`src/rtl/game_sprite_pkg.sv`:
```
// Shared types and helpers for the sprite mover: motion state, default
// screen/sprite dimensions and the fully-on-screen test.
package game_sprite_pkg;

    typedef enum logic [1:0] {
        FROZEN,
        RUN,
        OUT
    } sprite_state_t;

    localparam int unsigned DEFAULT_SCREEN_WIDTH  = 640;
    localparam int unsigned DEFAULT_SCREEN_HEIGHT = 480;
    localparam int unsigned DEFAULT_SPRITE_WIDTH  = 8;
    localparam int unsigned DEFAULT_SPRITE_HEIGHT = 8;

    // Widened to 32 bits so a coordinate that wrapped below zero reads as a
    // large value and is rejected rather than overflowing back on-screen.
    function automatic logic axis_fits(input int unsigned pos,
                                       input int unsigned extent,
                                       input int unsigned limit);
        return (pos + extent) <= limit;
    endfunction

    function automatic logic within_screen(input int unsigned x,
                                           input int unsigned y,
                                           input int unsigned screen_w,
                                           input int unsigned screen_h,
                                           input int unsigned sprite_w,
                                           input int unsigned sprite_h);
        return axis_fits(x, sprite_w, screen_w) && axis_fits(y, sprite_h, screen_h);
    endfunction

endpackage

```
`src/rtl/game_sprite_step_timer.sv`:
```
// Enable-gated modulo-UPDATE_PERIOD counter; step_due marks the enabled
// cycle on which the sprite should take its next motion step.
module game_sprite_step_timer #(
    parameter int unsigned UPDATE_PERIOD = 1_000_000
) (
    input  logic clk,
    input  logic rst,
    input  logic enable,
    input  logic clear,
    output logic step_due
);

    localparam int CNT_W = (UPDATE_PERIOD > 1) ? $clog2(UPDATE_PERIOD) : 1;
    localparam logic [CNT_W-1:0] LAST = CNT_W'(UPDATE_PERIOD - 1);

    logic [CNT_W-1:0] count;

    assign step_due = enable && (count == LAST);

    always_ff @(posedge clk or negedge rst) begin
        if (!rst) begin
            count <= '0;
        end else if (clear) begin
            count <= '0;
        end else if (enable) begin
            count <= step_due ? '0 : count + CNT_W'(1);
        end
    end

endmodule

```
`src/rtl/game_sprite_mover.sv`:
```
// One sprite's position/velocity register with paced motion and on-screen
// reporting. Define GAME_SPRITE_MOVER_BOUNCE_EN to reflect off screen edges.
module game_sprite_mover
    import game_sprite_pkg::*;
#(
    parameter int          X_WIDTH       = 10,
    parameter int          Y_WIDTH       = 10,
    parameter int          DXY_WIDTH     = 4,
    parameter int unsigned SCREEN_WIDTH  = DEFAULT_SCREEN_WIDTH,
    parameter int unsigned SCREEN_HEIGHT = DEFAULT_SCREEN_HEIGHT,
    parameter int unsigned SPRITE_WIDTH  = DEFAULT_SPRITE_WIDTH,
    parameter int unsigned SPRITE_HEIGHT = DEFAULT_SPRITE_HEIGHT,
    parameter int unsigned UPDATE_PERIOD = 1_000_000
) (
    input  logic                        clk,
    input  logic                        rst,
    input  logic                        sprite_write_xy,
    input  logic [X_WIDTH-1:0]          sprite_write_x,
    input  logic [Y_WIDTH-1:0]          sprite_write_y,
    input  logic                        sprite_write_dxy,
    input  logic signed [DXY_WIDTH-1:0] sprite_write_dx,
    input  logic signed [DXY_WIDTH-1:0] sprite_write_dy,
    input  logic                        sprite_enable_update,
    output logic [X_WIDTH-1:0]          sprite_x,
    output logic [Y_WIDTH-1:0]          sprite_y,
    output logic                        sprite_within_screen,
    output logic                        sprite_step
);

    sprite_state_t               state, state_next;
    logic signed [DXY_WIDTH-1:0] dx, dy, dx_next, dy_next;
    logic [X_WIDTH-1:0]          x_next, x_step;
    logic [Y_WIDTH-1:0]          y_next, y_step;
    logic                        step_next;
    logic                        timer_enable, step_due, step_taken;

    assign timer_enable = sprite_enable_update && (state != OUT);
    assign step_taken   = step_due && !sprite_write_xy;

    game_sprite_step_timer #(
        .UPDATE_PERIOD(UPDATE_PERIOD)
    ) u_step_timer (
        .clk     (clk),
        .rst     (rst),
        .enable  (timer_enable),
        .clear   (sprite_write_xy),
        .step_due(step_due)
    );

    // Sign-extended velocity added modulo 2^width, so moving left past zero wraps high.
    assign x_step = sprite_x + X_WIDTH'(dx);
    assign y_step = sprite_y + Y_WIDTH'(dy);

    // OUT is the only state with the sprite off-screen, so the flag follows the state register.
    assign sprite_within_screen = (state != OUT);

    always_comb begin
        x_next     = sprite_x;
        y_next     = sprite_y;
        dx_next    = dx;
        dy_next    = dy;
        state_next = state;
        step_next  = 1'b0;

        if (sprite_write_xy) begin
            x_next     = sprite_write_x;
            y_next     = sprite_write_y;
            state_next = within_screen(32'(sprite_write_x), 32'(sprite_write_y),
                                       SCREEN_WIDTH, SCREEN_HEIGHT,
                                       SPRITE_WIDTH, SPRITE_HEIGHT) ? FROZEN : OUT;
        end else if (state != OUT) begin
            state_next = sprite_enable_update ? RUN : FROZEN;
            if (step_taken) begin
                step_next = 1'b1;
`ifdef GAME_SPRITE_MOVER_BOUNCE_EN
                if (axis_fits(32'(x_step), SPRITE_WIDTH, SCREEN_WIDTH)) begin
                    x_next = x_step;
                end else begin
                    dx_next = -dx;
                end
                if (axis_fits(32'(y_step), SPRITE_HEIGHT, SCREEN_HEIGHT)) begin
                    y_next = y_step;
                end else begin
                    dy_next = -dy;
                end
`else
                x_next = x_step;
                y_next = y_step;
                if (!within_screen(32'(x_step), 32'(y_step),
                                   SCREEN_WIDTH, SCREEN_HEIGHT,
                                   SPRITE_WIDTH, SPRITE_HEIGHT)) begin
                    state_next = OUT;
                end
`endif
            end
        end

        // An explicit velocity load wins over a bounce reversal in the same cycle.
        if (sprite_write_dxy) begin
            dx_next = sprite_write_dx;
            dy_next = sprite_write_dy;
        end
    end

    always_ff @(posedge clk or negedge rst) begin
        if (!rst) begin
            sprite_x    <= '0;
            sprite_y    <= '0;
            dx          <= '0;
            dy          <= '0;
            state       <= FROZEN;
            sprite_step <= 1'b0;
        end else begin
            sprite_x    <= x_next;
            sprite_y    <= y_next;
            dx          <= dx_next;
            dy          <= dy_next;
            state       <= state_next;
            sprite_step <= step_next;
        end
    end

endmodule

```
`config.mk`:
```
export PLATFORM = sky130hd
export DESIGN_NAME = game_sprite_mover
export DESIGN_NICKNAME = d
export VERILOG_FILES = /design/src/rtl/game_sprite_pkg.sv /design/src/rtl/game_sprite_step_timer.sv /design/src/rtl/game_sprite_mover.sv
export SDC_FILE = /design/constraint.sdc
export NUM_CORES = 1
export LEC_CHECK = 0
export CAP_MARGIN = 20
export CORE_ASPECT_RATIO = 1.25
export CORE_MARGIN = 2
export CORE_UTILIZATION = 55
export CTS_CLUSTER_DIAMETER = 40
export CTS_CLUSTER_SIZE = 24
export DETAILED_ROUTE_END_ITERATION = 12
export PLACE_DENSITY = 0.87
export SYNTH_ARGS = -nofsm -noshare
export SYNTH_HDL_FRONTEND = slang
export SYNTH_SLANG_ARGS = --single-unit
```
`constraint.sdc`:
```
create_clock -name clk -period 4.3 [get_ports clk]
set_clock_uncertainty 0.15 [all_clocks]
set_input_delay 0.86 -clock clk [delete_from_list [all_inputs] [get_ports clk]]
set_output_delay 0.86 -clock clk [all_outputs]
set_load 0.02 [all_outputs]
```
; Word level (Yosys, flattened, before mapping)
; Index checks and enable logic that the tools add are counted.
[word_totals]
reg_bits = 51
[classes]
add_sub_neg = 7
reduce_logical = 10
eq_ne = 2
order_cmp = 4
n_mux = 18
[ops]
columns = operator, count
row1 = $mux W10, 6
row2 = $mux W20, 3
row3 = $add A10 B4 Y11 const B, 4
row4 = $le A11 B10 Y1 const B, 2
row5 = $le A11 B9 Y1 const B, 2
row6 = $add A10 B10 Y10, 2
row7 = $add A20 B1 Y20 const B, 1
row8 = $eq A20 B20 Y1 const B, 1
row9 = $mux W2, 5
row10 = $reduce_bool A2 Y1, 3
row11 = $logic_and A1 B1 Y1, 5
row12 = $mux W1, 4
row13 = $ne A2 B2 Y1 const B, 1
row14 = $reduce_and A2 Y1, 1
row15 = $logic_not A1 Y1, 1

; Logic depth before layout (Yosys ltp)
[logic_depth]
depth_word = 8
depth_mapped = 13
ltp_nobuf = 13

; Cells and area by module
; A second synthesis with hierarchy kept.
[unflattened]
hier_cells = 427
area_unflattened_um2 = 3822.4
[modules_own_cells]
columns = mod, area_per_inst_um2, seq_area_each_um2, instances, cells_each
row1 = game_sprite_mover, 2731.4, 775.7, 1, 308
row2 = game_sprite_step_timer, 1091.0, 500.5, 1, 119

; Least setup slack after synthesis
; Ideal clock, no wire load.
[synth_timing]
path_kind = register to register
startpoint = reg sprite_x[0]
endpoint = reg state[1]
t_arrival_ns = 3.092
setup_ns = 0.145
synth_period_minus_slack_ns = 3.387
path_stages_with_launch = 14
slack_ns = 0.913
path_buffers = 0
cell_sequence = dfrtp_1 > ha_1 > fa_1 > a211oi_2 > o21ba_2 > nor2_1 > ha_1 > nor3_1 > nand2_1 > or3_4 > o31ai_1 > o22ai_1 > a311oi_2 > o211ai_1
[synth_between]
elab_chain_cells = 8
[synth_lines]
columns = item, line
row1 = from (decl), game_sprite_mover.sv:24  ; output logic [X_WIDTH-1:0] sprite_x,
row2 = from (signal assigned), game_sprite_mover.sv:114  ; sprite_x <= x_next;
row3 = $add A10 B10 Y10, game_sprite_mover.sv:51  ; assign x_step = sprite_x + X_WIDTH'(dx);
row4 = $add A10 B4 Y11, game_sprite_pkg.sv:21  ; return (pos + extent) <= limit;
row5 = $le A11 B10 Y1, game_sprite_pkg.sv:21
row6 = $logic_and A1 B1 Y1, game_sprite_pkg.sv:30  ; return axis_fits(x, sprite_w, screen_w) && axis_fits(y, sprite_h, screen_h);
row7 = $mux W2, game_sprite_mover.sv:89  ; if (!within_screen(32'(x_step), 32'(y_step),
row8 = $mux W2, game_sprite_mover.sv:73  ; if (step_taken) begin
row9 = $mux W2, game_sprite_mover.sv:71  ; end else if (state != OUT) begin
row10 = $mux W2, game_sprite_mover.sv:65  ; if (sprite_write_xy) begin
row11 = to (signal assigned), game_sprite_mover.sv:118  ; state <= state_next;
row12 = to (decl), game_sprite_mover.sv:30  ; sprite_state_t state, state_next;
; Every way passes these cells. The select of a mux whose other input is x is not followed.
; A chain may end at the register's enable or synchronous reset.

; Final worst setup path
; Ends and elaborated chain as after synthesis.

==> flow_summary.yaml <==
sta:
  worstMarginPinSlew_ps: 545
  fin_ws_ps: 673
  finalSetupViolations: 0
  hold_violations: 0
  fin_crit_ps: 3630
  slew_headroom: 0.634
  final.period_utilization: 0.844
  fmax_ghz: 0.276
  slew_viol_final: 0
  setup-tns-final_ps: 0
  rsz0062_at_grt: "no"
logic_synthesis:
  synth-edff-count: 0
  syn_area_per_cell_um2: 8.82
  synth_cell_types: 66
  synthTopCellsByArea: "dfrtp_1 34%, ha_1 7.7%, nand2_1 5.3%"
  synth_top_cell_by_area: "dfrtp_1"
  synth_ff_type: "dfrtp_1"
  synth_fp_nets: 482
  ys_ff_latch: 51
  netlist_area_um2: 3740
  synth_common_cells: "53 x nand2_1, 51 x dfrtp_1, 34 x o21ai_0"
  synth.yosys.seq_area_share: 0.341
  synthArstFlopShare: 1.00
  synth_cells: 424
  synth_top_area_frac: 0.341
  ys_warn_count: 0
  yosysMostFrequentCell: "nand2_1"
route:
  wl_um: 9080
  routedWlPerCell_um: 16.2
  drt_iter0_drc: 233
  vias: 3538
  postRouteAntennaNets: 0
  vias_per_cell: 6.31
  first_pass_iters: 5
  drcViolationCount: 0
power_and_ir_drop:
  power.total_w: 0.00134
  p_leak_nw: 1.77
  power_density_nw_per_um2: 301
  ir_drop_mv: 0.221
worst_setup_path:
  reg2reg_slack_ps: 670
  r2r_cells: 13
  reg2reg_to: "state[1]"
  cp.arrival_ps: 3650
  worst-path-max-fanout: 4
  r2r_start: "sprite_x[0]"
  required_ps: 4320
  start_kind: "flop"
  crit_type: "reg -> reg"
  end_kind: "flop"
clocking:
  cts_root_buf: "clkbuf_8"
  cts_tree: "built"
  clockBufferDepth: 2
  holdBufCountCts: 0
  cts_setup_buffers: 0
  cts.repair.resized: 0
  cts-htree-levels: 2
  cts_buffers: 5
  clock_sinks: 51
  path_clk_slew_ps: 90
  clk_latency_ps: 300
die:
  die_x_um: 77.7
  die_area_um2: 7480
  ios: 55
  rows: 33
  die_h_um: 96.2
  core_um2: 6570
  start_util: 0.569
grt:
  antenna_found_initial: 0
  grt_max_degree: 53
  grt_pass1_vias: 3524
  grt_overflow: 0
  grt_util_all_layers: 0.252
  grt_first_pass_wirelength_um: 15400
finish:
  finalNonFillerCells: 561
  area_delta_synth_final_pct: 18.7
  drive_gt1_frac: 0.0675
  nets: 533
  antenna_cells: 0
  final_area_um2: 4440
run:
  maxCapViolCount: 0
placement:
  gp_congestion: 0.913
  hpwl_um: 7030
  numPortBuffers: 54
  dpl_cell_area_um2: 4360
  pre_cts_ws_ps: 707
  dpl.cell_count: 555
status:
  status: "complete, no violations"
hold_path:
  worstHoldPathType: "in -> async"
==> where the power goes <==
group	switching (W)	internal, W	total (W)
logic	0.000306	0.000232	0.000538
clock network	0.000154	0.000108	0.000263
registers	0.0000288	0.000506	0.000535
total	0.000489	0.000847	0.00134
==> cells in the final DEF (no fill, tap or decap), drive strengths merged, types with 5 or more instances in the layout <==
cell / synthesis / final
nand2: 53 / 53
nor4: 9 / 9
dfrtp: 51 / 51
ha: 23 / 23
o211ai: 5 / 5
nand4: 11 / 11
clkdlybuf4s50: 0 / 53
xnor2: 7 / 7
mux2i: 14 / 14
mux2: 10 / 10
nand2b: 5 / 5
inv: 10 / 10
or3: 6 / 6
nor3: 10 / 10
nor2: 32 / 32
a21oi: 23 / 23
clkbuf: 10 / 5
o21ai: 36 / 36
nand3: 15 / 15
and3: 6 / 6
a31oi: 5 / 5
xor2: 14 / 14
buf: 4 / 5
==> metrics by stage <==
step	utilization	hold WS, ps
2_1_floorplan	-	335
3_3_place_gp	0.664	344
3_5_place_dp	0.664	364
4_1_cts	0.676	358
5_1_grt	0.676	380
6_report	0.676	345
==> logic make-up (layout without fill, tap and decap cells) <==
| kind of cell | count (synthesis) | count (layout) | share of synthesized area |
|---|---|---|---|
| buffers and inverters | 24 | 74 | 0.0261 |
| DFF | 51 | 51 | 0.341 |
| adders and majority gates | 25 | 25 | 0.0877 |
| AOI/OAI and AO/OA | 105 | 105 | 0.183 |
| and+or+nand+nor | 174 | 174 | 0.245 |
| muxes | 24 | 24 | 0.0676 |
| xor gates and xnor gates | 21 | 21 | 0.0492 |
==> critical path, cell delays in order (launching register included) <==
cell and delay (ps):
dfrtp_1 410, ha_1 250, fa_1 420, a211oi_2 360, o21ba_2 240, nor2_1 60, ha_1 300, nor3_1 130
nand2_1 90, or3_4 350, nor4_1 220, o22ai_1 150, a311oi_2 240, o211ai_1 130
==> final cells by class <==
cell class | instances | area [µm²]
multi-input cells | 349 | 2370
fillers | 523 | 2130
flip-flops and latches | 51 | 1280
repair buffers | 58 | 566
well taps | 87 | 109
clock buffers | 5 | 68.8
inverters | 10 | 37.5
clock inverters | 1 | 7.51
==> how the worst max path moves through the flow <==
stage	start	to	slack [ps]	cells past startpoint
2_1_floorplan	sprite_x[0]	state[1]	910	13
3_3_place_gp	sprite_x[0]	state[1]	880	13
3_5_place_dp	sprite_x[0]	state[1]	710	13
4_1_cts	sprite_x[0]	state[1]	700	13
5_1_grt	sprite_x[0]	state[1]	390	13
6_report	sprite_x[0]	state[1]	670	13
==> routing by layer <==
layer	part of all wire	up-vias	GRT usage
met5	0	-	0
met4	0.030	0	0.110
met3	0.037	27	0.0253
met2	0.53	113	0.487
met1	0.41	1708	0.280
li1	-	1690	-
==> state kept, by name, summed over array words and instances, names as in the netlist <==
name / count
dx: 4
dy: 4
sprite_step: 1
sprite_x: 10
sprite_y: 10
state: 2
u_step_timer.count: 20
(Power assumes the default switching activity.)
